`src/rtl/core_pkg.sv`:
```
// core_pkg: shared widths, entry layout and constants for the front-end queue.
// Ports: none (package only).
// Provides INST_W, PC_W, IQ_DEPTH, iq_entry_t and INST_NOP.
package core_pkg;

  localparam int INST_W   = 32;
  localparam int PC_W     = 32;
  localparam int IQ_DEPTH = 8;

  typedef struct packed {
    logic [INST_W-1:0] inst;
    logic [PC_W-1:0]   pc;
  } iq_entry_t;

  localparam logic [INST_W-1:0] INST_NOP = 32'h0;

endpackage

```
`src/rtl/inst_queue_if.sv`:
```
// inst_queue_if: fetch/issue side bundle of the dual-issue instruction queue.
// Ports: flush, push_cnt/push_inst1/push_inst2/push_pc/push_ready (fetch side),
//        issue_cnt, inst_en, out_inst1/2, out_pc1/2, out_valid (decode side).
interface inst_queue_if;
  import core_pkg::*;

  logic              flush;
  logic [1:0]        push_cnt;
  logic [INST_W-1:0] push_inst1;
  logic [INST_W-1:0] push_inst2;
  logic [PC_W-1:0]   push_pc;
  logic              push_ready;
  logic              inst_en;
  logic [INST_W-1:0] out_inst1;
  logic [INST_W-1:0] out_inst2;
  logic [PC_W-1:0]   out_pc1;
  logic [PC_W-1:0]   out_pc2;
  logic [1:0]        out_valid;
  logic [1:0]        issue_cnt;

  // master: fetch/issue logic driving the queue
  modport master (
    output flush, push_cnt, push_inst1, push_inst2, push_pc, issue_cnt,
    input  push_ready, inst_en, out_inst1, out_inst2, out_pc1, out_pc2, out_valid
  );

  // slave: the queue itself
  modport slave (
    input  flush, push_cnt, push_inst1, push_inst2, push_pc, issue_cnt,
    output push_ready, inst_en, out_inst1, out_inst2, out_pc1, out_pc2, out_valid
  );

endinterface

```
`src/rtl/inst_queue.sv`:
```
// inst_queue: dual-issue circular instruction queue between fetch and decode.
// Ports: clk, rst (sync, active-high), iq (inst_queue_if.slave: push, issue, pair outputs).
// Latency 1 cycle push-to-visible, no empty bypass; push_ready drops when fewer than 2 entries free.
module inst_queue
  import core_pkg::*;
#(
  parameter int DEPTH = IQ_DEPTH
) (
  input  logic         clk,
  input  logic         rst,
  inst_queue_if.slave  iq
);

  localparam int AW = $clog2(DEPTH);
  localparam int CW = AW + 1;

  iq_entry_t       mem [DEPTH];
  logic [AW-1:0]   head;
  logic [AW-1:0]   tail;
  logic [CW-1:0]   count;

  logic [AW-1:0]   head_p1;
  logic [AW-1:0]   tail_p1;
  logic [1:0]      push_req;
  logic [1:0]      issue_req;
  logic [1:0]      push_n;
  logic [1:0]      pop_n;
  logic            ready;

  assign head_p1 = head + AW'(1);
  assign tail_p1 = tail + AW'(1);

  // Readiness uses the pre-pop count so a 2-word push can never overflow.
  assign ready = (count <= CW'(DEPTH - 2));

  always_comb begin
    push_req  = (iq.push_cnt == 2'd3) ? 2'd2 : iq.push_cnt;
    issue_req = (iq.issue_cnt == 2'd3) ? 2'd2 : iq.issue_cnt;
    push_n    = 2'd0;
    if (!rst && !iq.flush && ready)
      push_n = push_req;
    // Pop is clipped to what is actually held; excess requests are ignored.
    pop_n = issue_req;
    if (CW'(issue_req) > count)
      pop_n = count[1:0];
  end

  always_ff @(posedge clk) begin
    if (rst || iq.flush) begin
      head  <= '0;
      tail  <= '0;
      count <= '0;
    end else begin
      head  <= head + AW'(pop_n);
      tail  <= tail + AW'(push_n);
      count <= count + CW'(push_n) - CW'(pop_n);
    end
  end

  // Storage is not reset; the valid bits mask stale contents.
  always_ff @(posedge clk) begin
    if (push_n != 2'd0)
      mem[tail] <= '{inst: iq.push_inst1, pc: iq.push_pc};
    if (push_n == 2'd2)
      mem[tail_p1] <= '{inst: iq.push_inst2, pc: iq.push_pc + PC_W'(4)};
  end

  logic [1:0] vld;
  assign vld = {count >= CW'(2), count >= CW'(1)};

  assign iq.push_ready = ready;
  assign iq.out_valid  = vld;
  assign iq.inst_en    = vld[0];
  assign iq.out_inst1  = vld[0] ? mem[head].inst    : INST_NOP;
  assign iq.out_pc1    = vld[0] ? mem[head].pc      : '0;
  assign iq.out_inst2  = vld[1] ? mem[head_p1].inst : INST_NOP;
  assign iq.out_pc2    = vld[1] ? mem[head_p1].pc   : '0;

endmodule
```
`src/flat_wrapper.sv`:
```
// flat-port wrapper written by rule: the top's interface ports become plain ports
module inst_queue_flat import core_pkg::*;
#(
  parameter int DEPTH = IQ_DEPTH
)
  (clk, rst, iq_flush, iq_push_cnt, iq_push_inst1, iq_push_inst2, iq_push_pc, iq_issue_cnt, iq_push_ready, iq_inst_en, iq_out_inst1, iq_out_inst2, iq_out_pc1, iq_out_pc2, iq_out_valid);
  inst_queue_if iq_i ();
  input  logic clk;
  input  logic rst;
  input wire logic [$bits(iq_i.flush)-1:0] iq_flush;
  input wire logic [$bits(iq_i.push_cnt)-1:0] iq_push_cnt;
  input wire logic [$bits(iq_i.push_inst1)-1:0] iq_push_inst1;
  input wire logic [$bits(iq_i.push_inst2)-1:0] iq_push_inst2;
  input wire logic [$bits(iq_i.push_pc)-1:0] iq_push_pc;
  input wire logic [$bits(iq_i.issue_cnt)-1:0] iq_issue_cnt;
  output wire logic [$bits(iq_i.push_ready)-1:0] iq_push_ready;
  output wire logic [$bits(iq_i.inst_en)-1:0] iq_inst_en;
  output wire logic [$bits(iq_i.out_inst1)-1:0] iq_out_inst1;
  output wire logic [$bits(iq_i.out_inst2)-1:0] iq_out_inst2;
  output wire logic [$bits(iq_i.out_pc1)-1:0] iq_out_pc1;
  output wire logic [$bits(iq_i.out_pc2)-1:0] iq_out_pc2;
  output wire logic [$bits(iq_i.out_valid)-1:0] iq_out_valid;
  assign iq_i.flush = iq_flush;
  assign iq_i.push_cnt = iq_push_cnt;
  assign iq_i.push_inst1 = iq_push_inst1;
  assign iq_i.push_inst2 = iq_push_inst2;
  assign iq_i.push_pc = iq_push_pc;
  assign iq_i.issue_cnt = iq_issue_cnt;
  assign iq_push_ready = iq_i.push_ready;
  assign iq_inst_en = iq_i.inst_en;
  assign iq_out_inst1 = iq_i.out_inst1;
  assign iq_out_inst2 = iq_i.out_inst2;
  assign iq_out_pc1 = iq_i.out_pc1;
  assign iq_out_pc2 = iq_i.out_pc2;
  assign iq_out_valid = iq_i.out_valid;
  inst_queue #(.DEPTH(DEPTH)) u_core (.clk(clk), .rst(rst), .iq(iq_i));
endmodule
```
`config.mk`:
```
export PLATFORM = sky130hd
export DESIGN_NAME = inst_queue_flat
export DESIGN_NICKNAME = d
export VERILOG_FILES = /design/src/rtl/core_pkg.sv /design/src/rtl/inst_queue_if.sv /design/src/rtl/inst_queue.sv /design/src/flat_wrapper.sv
export SDC_FILE = /design/constraint.sdc
export NUM_CORES = 1
export LEC_CHECK = 0
export ABC_AREA = 0
export BUFFER_PORTS_ARGS = -buffer_cell sky130_fd_sc_hd__buf_2
export CAP_MARGIN = 10
export CELL_PAD_IN_SITES_DETAIL_PLACEMENT = 1
export CELL_PAD_IN_SITES_GLOBAL_PLACEMENT = 1
export CORE_UTILIZATION = 51
export CTS_CLUSTER_SIZE = 16
export DETAILED_ROUTE_END_ITERATION = 16
export PLACE_DENSITY = 0.79
export SLEW_MARGIN = 20
export SYNTH_ARGS = -nofsm -noshare
export SYNTH_HDL_FRONTEND = slang
export SYNTH_SLANG_ARGS = --single-unit
```
`constraint.sdc`:
```
create_clock -name clk -period 11.9 [get_ports clk]
set_input_delay 1.19 -clock clk [delete_from_list [all_inputs] [get_ports clk]]
set_output_delay 1.19 -clock clk [all_outputs]
set_load 0.02 [all_outputs]
```
* Word-level counts from Yosys, hierarchy flattened *
Memory sizes are Yosys's and may differ from the RTL's. A register that Yosys moved wholly into a read port is not among the register bits.
Index checks and enable logic that the tools add are counted.

word-level totals
  register bits = 10
  memories kept = 1
  bits of input ports = 103
  bits in writable memories = 512
  output and inout bits = 132

memories
  name        words  width  read ports  clocked after Yosys merged registers in  write ports  line              source
  u_core.mem  8      64     2           1                                        2            inst_queue.sv:17  iq_entry_t mem [DEPTH];

cells by class
  muxes and demuxes = 13
  reduce and logical (&&, ||, !) cells = 6
  equality and inequality tests = 3
  order comparisons = 4
  $add $sub $neg = 7

operators with widths
  cell                                                                number
  two-way mux 32 bit                                                  4
  adder 32 x 3 -> 32 bit (second input constant)                      1
  two-way mux 2 bit                                                   4
  adder 3 x 1 -> 3 bit (second input constant)                        2
  adder 3 x 2 -> 3 bit                                                2
  equality test 2 bit (second input constant)                         3
  adder 4 x 2 -> 4 bit                                                1
  greater-or-equal comparator 4 x 1 -> 1 bit (second input constant)  1
  greater-or-equal comparator 4 x 2 -> 1 bit (second input constant)  1
  greater-than comparator 2 x 4 -> 1 bit                              1
  less-or-equal comparator 4 x 3 -> 1 bit (second input constant)     1
  two-way mux 1 bit                                                   4
  subtractor 4 x 2 -> 4 bit                                           1
  two-way mux 3 bit                                                   1
  logical AND 1 bit                                                   2
  logical NOT 1 bit                                                   2
  nonzero test 2 bit                                                  1
  logical OR 1 bit                                                    1

* Logic depth before layout (Yosys ltp) *
Gate-level depths: netlist (run 1).

  word-level depth = 7
  gate-level depth with buffers = 14
  depth with buffers taken out = 13

* Worst setup path after synthesis (run 1) *
No wires, ideal clock.

  kind = in2reg
  start point = input port iq_flush
  end point = memory u_core.mem[3][0] in the netlist's numbering (enable)
  cell stages on the path = 5
  arrival time = 8,445 ps
  setup slack = 2,794 ps
  data required time = 11,239 ps
  cells stage by stage = or2_2 clkbuf_1 nor3_1 nand2_1 o41ai_1

RTL lines
  what         line                source
  from (decl)  flat_wrapper.sv:10  input wire logic [$bits(iq_i.flush)-1:0] iq_flush;
  to (decl)    inst_queue.sv:17

==> summary.txt, run 1 <==
Floorplan
  – Chip height: 251 µm
  – Die W: 251 µm
  – Ports: 235
  – Site row count: 90
  – Initial Utilization: 52.0%
  – Die area: 0.0630 mm²
  – Core area: 0.0608 mm²

Global route
  – GRT overflow: 0
  – Initial antenna violation count: 15
  – GR Util All Layers: 31.7%
  – Vias in the first global route: 23.5k
  – First-pass GRT wire length: 149,000 µm
  – Largest net degree at the start of global routing: 93

Finish
  – Sequential cell area: 0.0156 mm²
  – Commonest cells after routing, fill and taps aside: edfxtp_1, mux2_2, mux4_2
  – Cell Count, Final, Fillers Out: 3,189
  – Multi-input gate area: 0.0152 mm²
  – Area Growth Syn to Fin: 11.7%
  – Layout Nets: 2,473
  – Fraction of layout cells with a size suffix above 1: 39.0%
  – Fillers: 5,813
  – Most common cell after layout, fill and taps aside: edfxtp_1

Worst setup path
  – Most Frequent Cell on Critical Path: buf_4
  – Critical path capture point type: output port
  – CP delay by family, top: buffers and inverters
  – CP bufs+invs: 4
  – CP max stage cell: buf_4
  – Critical path type: flop to output port
  – CP required: 10.71 ns
  – Worst Path Arrival: 4.94 ns
  – Internal reg-to-reg setup slack: 7.25 ns
  – CP startpoint kind: flop
  – CP Cell Sequence: buf_4 -> buf_4 -> buf_6 -> mux4_2 -> mux2i_1 -> nor2_1 -> buf_2
  – CP max FO: 68
  – CP peak stage delay: 0.88 ns

Placed design
  – PortBufs: 234
  – Setup WS pre-CTS: 6.11 ns
  – Post-DP HPWL: 59,200 µm
  – Final Wtd Congestion: 0.806
  – Total placed cells including tap cells: 3,075

Clock network
  – # clock sinks: 522
  – Root Driver: clkbuf_16
  – PostCTS Resize Cnt: 0
  – Worst-skew pair later-pin latency: 0.64 ns
  – Hold Buf Count CTS: 0
  – CTS tree: yes
  – CTS buffer count: 57
  – Post-CTS setup buffers: 0
  – Depth of the CTS H-tree: 2
  – Clk pin slew, worst setup/hold paths: 0.06 ns
  – Clock Tree Buf Depth: 3

Pwr
  – Logic pwr share: 32.8%
  – PD cells: 166 mW/mm²
  – Clock share of power: 31.2%
  – Sequential Power Share: 36.0%
  – Net Sw Power: 2.08 mW
  – Total Power: 5.87 mW
  – Int Pwr: 3.79 mW
  – Sw Share: 35.4%
  – Leak: 11.5 nW
  – VDD IR-drop max: 0.179 mV

Status
  – Status: finished clean

STA
  – Fmax: 163 MHz
  – Slew HR: 24.7%
  – Setup WS post-layout: 5.77 ns
  – Final Cycle Share: 51.6%
  – Count of pins over their slew limit: 0
  – Worst-Margin Slew: 1.13 ns
  – Final worst path period need: 6.13 ns
  – Final setup violation count: 0
  – RSZ-0062 raised after global routing: false
  – Hold Vio Cnt, Final: 0
  – Sum Neg Setup Slack: 0 ns
  – Layout Skew: 0.0148 ns

Synthesis
  – Xor/xnor cell area share of the yosys netlist: 6.65%
  – Avg Cell Area, Syn: 14.2 µm²
  – Seq/Total Area, Yosys: 49.3%
  – Area share of fa/ha/maj cells after synthesis: 0.807%
  – Synthesized flop and latch total: 522
  – Synth warnings: 0
  – Yosys cell types: 49
  – Compound-Gate Fraction of Synth Area: 1.42%
  – Post-synth top flop: edfxtp_1
  – Post-synthesis mux area share: 29.7%
  – Cells after Synth: 2,234
  – Area of the mapped netlist: 0.0316 mm²
  – Syn_nets: 2,355
  – Largest family of logic cells by synthesized area: multiplexers
  – Async set-reset flop share out of synthesis: 0%
  – Number of synthesized flops with an enable pin: 512
  – Post-Synth Simple-Gate Area: 8.96%

Routing
  – Vias: 21.7k
  – Vias per inst: 6.80
  – DRC: 0
  – 1st-pass router iterations: 5
  – DR iter-0 viols: 1,787
  – Routed Antenna Nets: 0
  – DR WL/cell: 31.1 µm
  – Routed WL: 99,200 µm

Hold path
  – Hold WC Path Type: flop to flop

Job
  – Max-cap violations: 0
==> flip-flops by register name (all words and copies together), names as in the netlist <==
register      flops
u_core.mem      512
u_core.count      4
u_core.head       3
u_core.tail       3
==> cells by family after synthesis <==
logic type                 Yosys count
DFF                                522
xor gates and xnor gates           240
buffers and inverters              238
muxes                              585
AOI/OAI and AO/OA                   83
adders and majority gates           18
and+or+nand+nor                    548
==> per-layer routing <==
layer	vias to the layer above	global-route usage [%]	share of wire, %
met4	12	12.4	3.6
met3	233	5.75	7.2
li1	9037	-	-
met2	981	55.3	52
met5	-	0	0.076
met1	11400	39.1	37
==> power by group through the flow <==
stage          combinational, mW  sequential, mW  clock, mW
3_3_place_gp                1.89            2.15          0
2_1_floorplan               1.26            2.12          0
3_5_place_dp                1.93            2.15          0
6_report                    1.92            2.11       1.83
4_1_cts                     1.94            2.11       1.84
5_1_grt                     2.03            2.12       1.90
==> cells in the mapped netlist (all sizes together), types with 2 or more instances <==
library cell,count,area [µm²]
a21oi,65,325
and2,11,68.8
and3,9,56.3
and4,14,123
buf,124,577
clkbuf,97,365
dfxtp,10,200
edfxtp,512,15400
fa,4,80.1
ha,14,175
inv,17,63.8
mux2,264,2970
mux2i,65,651
mux4,256,5770
nand2,151,567
nand3,65,325
nand4,62,409
nor2,83,312
nor2b,2,12.5
nor3,53,265
nor4,90,634
o21ai,6,30.0
o31ai,3,22.5
o41ai,3,26.3
or2,2,12.5
xnor2,99,867
xor2,141,1230
==> final timing paths <==
| path | startpoint | end | cells after the start |
|---|---|---|---|
| max | u_core.head[0] | iq_out_pc1[10] | 7 |
| min | u_core.tail[2] | u_core.tail[2] | 2 |
| max reg2reg | u_core.tail[0] | u_core.mem[7][42] | 7 |
| min reg2reg | u_core.tail[2] | u_core.tail[2] | 2 |
==> through the flow <==
stage,cell area (µm²),hold WS [ns],utilization (%)
final,35300,0.764,58.1
after global routing,35300,0.776,58.1
after CTS,35300,0.741,58.0
after detailed placement,33400,0.719,54.9
after global placement,33400,0.675,54.9
after floorplan,31600,0.574,-
==> layout make-up <==
cell class              instances  area share [%]
multi-input cells            1474            43.2
clock inverters                34            1.03
repair buffers                280            4.34
inverters                      17           0.181
well taps                     782            2.77
clock buffers                  72            4.31
flip-flops and latches        522            44.1
diodes                          8          0.0567
==> worst min-delay path: stages (launching register included) <==
cell	delay, ns
dfxtp_1	0.44
xnor2_1	0.20
nor2_1	0.09
(Power assumes the default switching activity.)
==> run 2, diff against run 1 <==
--- a/config.mk
+++ b/config.mk
@@ -10,10 +10,10 @@
 export CAP_MARGIN = 10
 export CELL_PAD_IN_SITES_DETAIL_PLACEMENT = 1
 export CELL_PAD_IN_SITES_GLOBAL_PLACEMENT = 1
-export CORE_UTILIZATION = 51
+export CORE_UTILIZATION = 46
 export CTS_CLUSTER_SIZE = 16
 export DETAILED_ROUTE_END_ITERATION = 16
-export PLACE_DENSITY = 0.79
+export PLACE_DENSITY = 0.75
 export SLEW_MARGIN = 20
 export SYNTH_ARGS = -nofsm -noshare
 export SYNTH_HDL_FRONTEND = slang
==> constraint.sdc (replaced) <==
create_clock -name clk -period 4.9 [get_ports clk]
set_input_delay 0.49 -clock clk [delete_from_list [all_inputs] [get_ports clk]]
set_output_delay 0.49 -clock clk [all_outputs]
set_load 0.02 [all_outputs]
==> summary.txt, run 2 (synthesis gave the netlist of run 1 again) <==
Status
  – Status: finished clean (unchanged)

Clock network
  – Hold Buf Count CTS: 0 (unchanged)
  – Post-CTS setup buffers: 0 (unchanged)
  – Depth of the CTS H-tree: 2 (unchanged)
  – CTS buffer count: 57 (unchanged)
  – PostCTS Resize Cnt: 0 (unchanged)
  – Root Driver: clkbuf_16 (unchanged)
  – Clock Tree Buf Depth: 3 (unchanged)
  – Clk pin slew, worst setup/hold paths: 0.06 ns (about the same)
  – # clock sinks: 522 (unchanged)
  – Worst-skew pair later-pin latency: 0.64 ns (about the same)
  – CTS tree: yes (unchanged)

Finish
  – Cell Count, Final, Fillers Out: 3,286 (was 3,189)
  – Max reg flops: 512 (unchanged)
  – Top flop regs: u_core.mem (512), u_core.count (4) (unchanged)
  – Util after Layout: 52.5% (was 58.1%)
  – Biggest register: u_core.mem (unchanged)
  – Finished Cell Area: 0.0355 mm² (was 0.0353 mm²)
  – Fraction of layout cells with a size suffix above 1: 39.0% (about the same)
  – Most common cell after layout, fill and taps aside: edfxtp_1 (unchanged)
  – Area Growth Syn to Fin: 12.3% (was 11.7%)
  – Layout Nets: 2,483 (was 2,473)
  – Commonest cells after routing, fill and taps aside: edfxtp_1, mux2_2, mux4_2 (unchanged)

Floorplan
  – Chip height: 264 µm (was 251 µm)
  – Die W: 264 µm (was 251 µm)
  – Initial Utilization: 46.7% (was 52.0%)
  – Site row count: 95 (was 90)
  – Core area: 0.0676 mm² (was 0.0608 mm²)
  – Die area: 0.0698 mm² (was 0.0630 mm²)
  – Ports: 235 (unchanged)

Worst setup path
  – Critical path capture point type: output port (unchanged)
  – Worst reg-to-reg path cell count: 5 (was 7)
  – Internal reg-to-reg setup slack: 0.94 ns (was 7.25 ns)
  – Worst r2r src: u_core.tail[1] (was u_core.tail[0])
  – Critical path type: flop to output port (unchanged)
  – CP startpoint kind: flop (unchanged)
  – Crit Reg-Reg Endpoint: u_core.mem[7][30] (was u_core.mem[7][42])
  – CP max FO: 63 (was 68)
  – Worst Path Arrival: 3.54 ns (was 4.94 ns)
  – CP required: 4.41 ns (was 10.71 ns)

Hold path
  – Hold Path Stages: 1 (was 2)
  – HP Start: iq_push_pc[1] (was u_core.tail[2])
  – Endpoint, Worst Hold: u_core.mem[4][1] (was u_core.tail[2])
  – Hold WC Path Type: input port to flop (was flop to flop)

STA
  – Final Cycle Share: 82.3%
  – Fmax: 248 MHz
  – Hold Vio Cnt, Final: 0 (unchanged)
  – Slew HR: 27.9% (was 24.7%)
  – Final setup violation count: 0 (unchanged)
  – Worst-Margin Slew: 1.08 ns (was 1.13 ns)
  – Final worst path period need: 4.03 ns
  – Sum Neg Setup Slack: 0 ns (unchanged)
  – Count of pins over their slew limit: 0 (unchanged)
  – Setup WS post-layout: 0.866 ns (was 5.77 ns)
  – Hold WS: 0.135 ns (was 0.764 ns)
  – RSZ-0062 raised after global routing: false (unchanged)
  – Layout Skew: 0.0297 ns (was 0.0148 ns)

Placed design
  – Post-DP HPWL: 60,000 µm (was 59,200 µm)
  – Final Wtd Congestion: 0.838 (was 0.806)
  – Setup WS pre-CTS: 0.948 ns (was 6.11 ns)
  – PortBufs: 234 (unchanged)
  – Placed cell areas: 0.0336 mm² (was 0.0334 mm²)
  – Total placed cells including tap cells: 3,175 (was 3,075)

Pwr
  – VDD IR-drop max: 0.609 mV (was 0.179 mV)
  – Leak: 11.6 nW (was 11.5 nW)
  – Total Power: 14.2 mW (was 5.87 mW)
  – PD cells: 400 mW/mm² (was 166 mW/mm²)

Global route
  – Vias in the first global route: 23.0k (was 23.5k)
  – Initial antenna violation count: 15 (unchanged)
  – Largest net degree at the start of global routing: 135 (was 93)
  – GRT overflow: 0 (unchanged)
  – First-pass GRT wire length: 147,000 µm (was 149,000 µm)
  – GR Util All Layers: 28.2% (was 31.7%)

Routing
  – Routed WL: 98,800 µm (was 99,200 µm)
  – Routed Antenna Nets: 0 (unchanged)
  – DR iter-0 viols: 2,162 (was 1,787)
  – DR WL/cell: 30.1 µm (was 31.1 µm)
  – 1st-pass router iterations: 5 (unchanged)
  – Vias: 21.6k (was 21.7k)
  – DRC: 0 (unchanged)
  – Vias per inst: 6.56 (was 6.80)

Job
  – Max-cap violations: 0 (unchanged)
-- run 2: layout make-up --
| cell class | count | area (µm²) |
|---|---|---|
| flip-flops and latches | 522 | 15600 |
| clock buffers | 76 | 1570 |
| repair buffers | 290 | 1650 |
| well taps | 873 | 1090 |
| fillers | 6607 | 32100 |
| diodes | 6 | 15.0 |
| multi-input cells | 1474 | 15300 |
| inverters | 17 | 63.8 |
| clock inverters | 28 | 256 |
-- run 2: worst max-delay path by stage --
stage | from | to | slack [ns] | cells after the start
2_1_floorplan | u_core.count[3] | u_core.mem[0][0] | -1.58 | 6
3_3_place_gp | u_core.tail[1] | u_core.mem[7][23] | 1.19 | 5
3_5_place_dp | u_core.tail[1] | u_core.mem[7][30] | 0.95 | 5
4_1_cts | u_core.head[1] | iq_out_pc1[22] | 0.81 | 5
5_1_grt | u_core.tail[1] | u_core.mem[7][30] | 0.68 | 5
6_report | u_core.head[0] | iq_out_pc2[19] | 0.87 | 6
-- run 2: where the power goes --
group          switching [mW]  internal [mW]  leakage, nW
Combinational            3.09           1.66         5.94
Clock                    1.87           2.45        0.903
Sequential              0.102           5.02         4.71
-- run 2: routing by layer --
layer | global-route usage [%] | vias to the layer above | part of all wire [%]
li1 | - | 9046 | -
met1 | 36.5 | 11400 | 40
met2 | 48.2 | 849 | 51
met3 | 4.46 | 207 | 6.3
met4 | 9.81 | 16 | 3.0
met5 | 0 | - | 0.099
-- run 2: critical path, cell delays in order, from the launching register on --
cell	delay, ns
dfxtp_4	0.80
ha_4	0.58
buf_12	0.39
mux4_2	0.30
nand2_1	0.05
a21oi_1	0.39
buf_2	0.25
==> run 3, diff against run 2 <==
==> constraint.sdc (replaced) <==
create_clock -name clk -period 3.65 [get_ports clk]
set_input_delay 0.365 -clock clk [delete_from_list [all_inputs] [get_ports clk]]
set_output_delay 0.365 -clock clk [all_outputs]
set_load 0.02 [all_outputs]
==> summary.txt, run 3 (synthesis gave the netlist of run 1 again) <==
Clock network
  – Root Driver: clkbuf_16 (unchanged)
  – CTS buffer count: 58 (was 57)
  – Worst-skew pair later-pin latency: 0.63 ns (was 0.64 ns)
  – Hold Buf Count CTS: 0 (unchanged)
  – Clock Tree Buf Depth: 3 (unchanged)
  – Depth of the CTS H-tree: 2 (unchanged)
  – PostCTS Resize Cnt: 0 (unchanged)
  – Clk pin slew, worst setup/hold paths: 0.06 ns (about the same)
  – # clock sinks: 522 (unchanged)
  – Post-CTS setup buffers: 0 (unchanged)
  – CTS tree: yes (unchanged)

Worst setup path
  – Worst reg-to-reg path cell count: 12 (was 5)
  – CP max FO: 38 (was 63)
  – Critical path capture point type: output port (unchanged)
  – CP Cell Sequence: ha_4 -> xnor2_2 -> buf_12 -> nand2_1 -> a21oi_1 -> buf_2 (was ha_4 -> buf_12 -> mux4_2 -> nand2_1 -> a21oi_1 -> buf_2)
  – Critical path type: flop to output port (unchanged)
  – CP startpoint kind: flop (unchanged)
  – CP peak stage delay: 0.55 ns (was 0.80 ns)
  – Critical Path Start: u_core.head[0] (unchanged)
  – Crit Reg-Reg Endpoint: u_core.count[3] (was u_core.mem[7][30])
  – CP required: 3.28 ns (was 4.41 ns)
  – CP max stage cell: xnor2_2 (was dfxtp_4)
  – Worst Path Arrival: 3.01 ns (was 3.54 ns)
  – Internal reg-to-reg setup slack: 0.44 ns (was 0.94 ns)
  – Worst r2r src: u_core.count[1] (was u_core.tail[1])

STA
  – Hold WS: 0.0179 ns (was 0.135 ns)
  – Count of pins over their slew limit: 0 (unchanged)
  – Final Cycle Share: 92.6%
  – Final setup violation count: 0 (unchanged)
  – Fmax: 296 MHz
  – Layout Skew: 0.0177 ns (was 0.0297 ns)
  – Slew HR: 34.0% (was 27.9%)
  – Hold Vio Cnt, Final: 0 (unchanged)
  – RSZ-0062 raised after global routing: false (unchanged)
  – Final worst path period need: 3.38 ns
  – Worst-Margin Slew: 0.986 ns (was 1.08 ns)

Routing
  – DR iter-0 viols: 1,920 (was 2,162)
  – DRC: 0 (unchanged)
  – Routed WL: 99,900 µm (was 98,800 µm)
  – 1st-pass router iterations: 7 (was 5)
  – DR WL/cell: 30.3 µm (was 30.1 µm)
  – Routed Antenna Nets: 0 (unchanged)
  – Vias per inst: 6.55 (was 6.56)
  – Vias: 21.6k (about the same)

Floorplan
  – Site row count: 95 (unchanged)
  – Chip height: 264 µm (unchanged)
  – Ports: 235 (unchanged)
  – Core area: 0.0676 mm² (unchanged)
  – Die W: 264 µm (unchanged)
  – Initial Utilization: 46.7% (unchanged)
  – Die area: 0.0698 mm² (unchanged)

Pwr
  – PD cells: 531 mW/mm² (was 400 mW/mm²)
  – VDD IR-drop max: 0.554 mV (was 0.609 mV)
  – Leak: 11.6 nW (about the same)

Finish
  – Cell Count, Final, Fillers Out: 3,298 (was 3,286)
  – Layout Nets: 2,503 (was 2,483)
  – Fillers: 6,601 (was 6,607)
  – Most common cell after layout, fill and taps aside: edfxtp_1 (unchanged)
  – Commonest cells after routing, fill and taps aside: edfxtp_1, mux2_2, mux4_2 (unchanged)
  – Area Growth Syn to Fin: 13.3% (was 12.3%)
  – Top flop regs: u_core.mem (512), u_core.count (4) (unchanged)
  – Max reg flops: 512 (unchanged)
  – Biggest register: u_core.mem (unchanged)
  – Fraction of layout cells with a size suffix above 1: 39.4% (was 39.0%)

Placed design
  – Post-DP HPWL: 60,600 µm (was 60,000 µm)
  – Total placed cells including tap cells: 3,195 (was 3,175)
  – PortBufs: 234 (unchanged)
  – Final Wtd Congestion: 0.820 (was 0.838)

Job
  – Max-cap violations: 0 (unchanged)

Global route
  – Largest net degree at the start of global routing: 97 (was 135)
  – First-pass GRT wire length: 149,000 µm (was 147,000 µm)
  – GR Util All Layers: 28.7% (was 28.2%)
  – GRT overflow: 0 (unchanged)
  – Vias in the first global route: 23.3k (was 23.0k)
  – Initial antenna violation count: 15 (unchanged)

Hold path
  – Hold WC Path Type: input port to flop (unchanged)
  – Hold Path Stages: 1 (unchanged)
  – Endpoint, Worst Hold: u_core.mem[2][0] (was u_core.mem[4][1])
  – HP Start: iq_push_pc[0] (was iq_push_pc[1])

Status
  – Status: finished clean (unchanged)
==> run 3: cell types whose count changed in the layout (fill, tap and decap cells not counted), sizes merged <==
cell / previous run / this run
buf: 290 / 309
clkinv: 22 / 14
clkbuf: 76 / 80
bufinv: 4 / 3
diode: 6 / 5
inv: 19 / 18
==> run 3: how the worst max path moves through the flow <==
| stage | cells past startpoint | to |
|---|---|---|
| finish | 6 | iq_out_pc2[19] |
| global placement | 7 | u_core.mem[5][30] |
| detailed placement | 6 | u_core.mem[1][11] |
| floorplan | 4 | u_core.mem[6][0] |
| CTS | 6 | iq_out_inst2[26] |
| global route | 5 | iq_out_pc1[19] |
==> run 3: stage by stage <==
stage | power, mW | setup TNS (ns) | utilization [%] | setup slack, ns | instance area [µm²]
after global routing | 19.7 | 0 | 53.0 | 0.175 | 35800
after CTS | 19.2 | 0 | 52.9 | 0.239 | 35800
final | 19.0 | 0 | 53.0 | 0.270 | 35800
after floorplan | 11.1 | -134.29 | - | -0.716 | 31800
after detailed placement | 13.7 | 0 | 50.4 | 0.323 | 34100
after global placement | 13.5 | 0 | 50.4 | 0.480 | 34100
==> run 3: final cells by class <==
| class | instances | area, µm² | share of cell area, % |
|---|---|---|---|
| tap | 873 | 1090 | 3.05 |
| timing repair buffer | 309 | 2030 | 5.68 |
| clock inverter | 18 | 180 | 0.503 |
| inverter | 17 | 63.8 | 0.178 |
| clock buffer | 80 | 1530 | 4.28 |
| antenna | 5 | 12.5 | 0.0349 |
| sequential | 522 | 15600 | 43.5 |
| multi-input combinational | 1474 | 15300 | 42.8 |
==> run 3: report_power, final <==
group | internal, mW | switching [mW]
Combinational | 2.35 | 4.31
Clock | 3.12 | 2.41
Sequential | 6.74 | 0.0898
==> run 3: layer usage <==
layer	track usage [%]	vias to the layer above	wire length (µm)
li1	-	9087	-
met4	8.34	22	2440
met5	0	-	137
met3	5.03	181	6850
met2	50.7	878	52200
met1	35.9	11400	38300
==> run 3: critical path: cells and delay by family, from the launching register on <==
| family | cells | cell delay, ns |
|---|---|---|
| adder cells (fa/ha/maj) | 1 | 0.22 |
| buffers and inverters | 2 | 0.64 |
| flip-flops | 1 | 0.43 |
| AO/OA/AOI/OAI | 1 | 0.43 |
| XOR/XNOR | 1 | 0.55 |
| AND/OR/NAND/NOR | 1 | 0.09 |
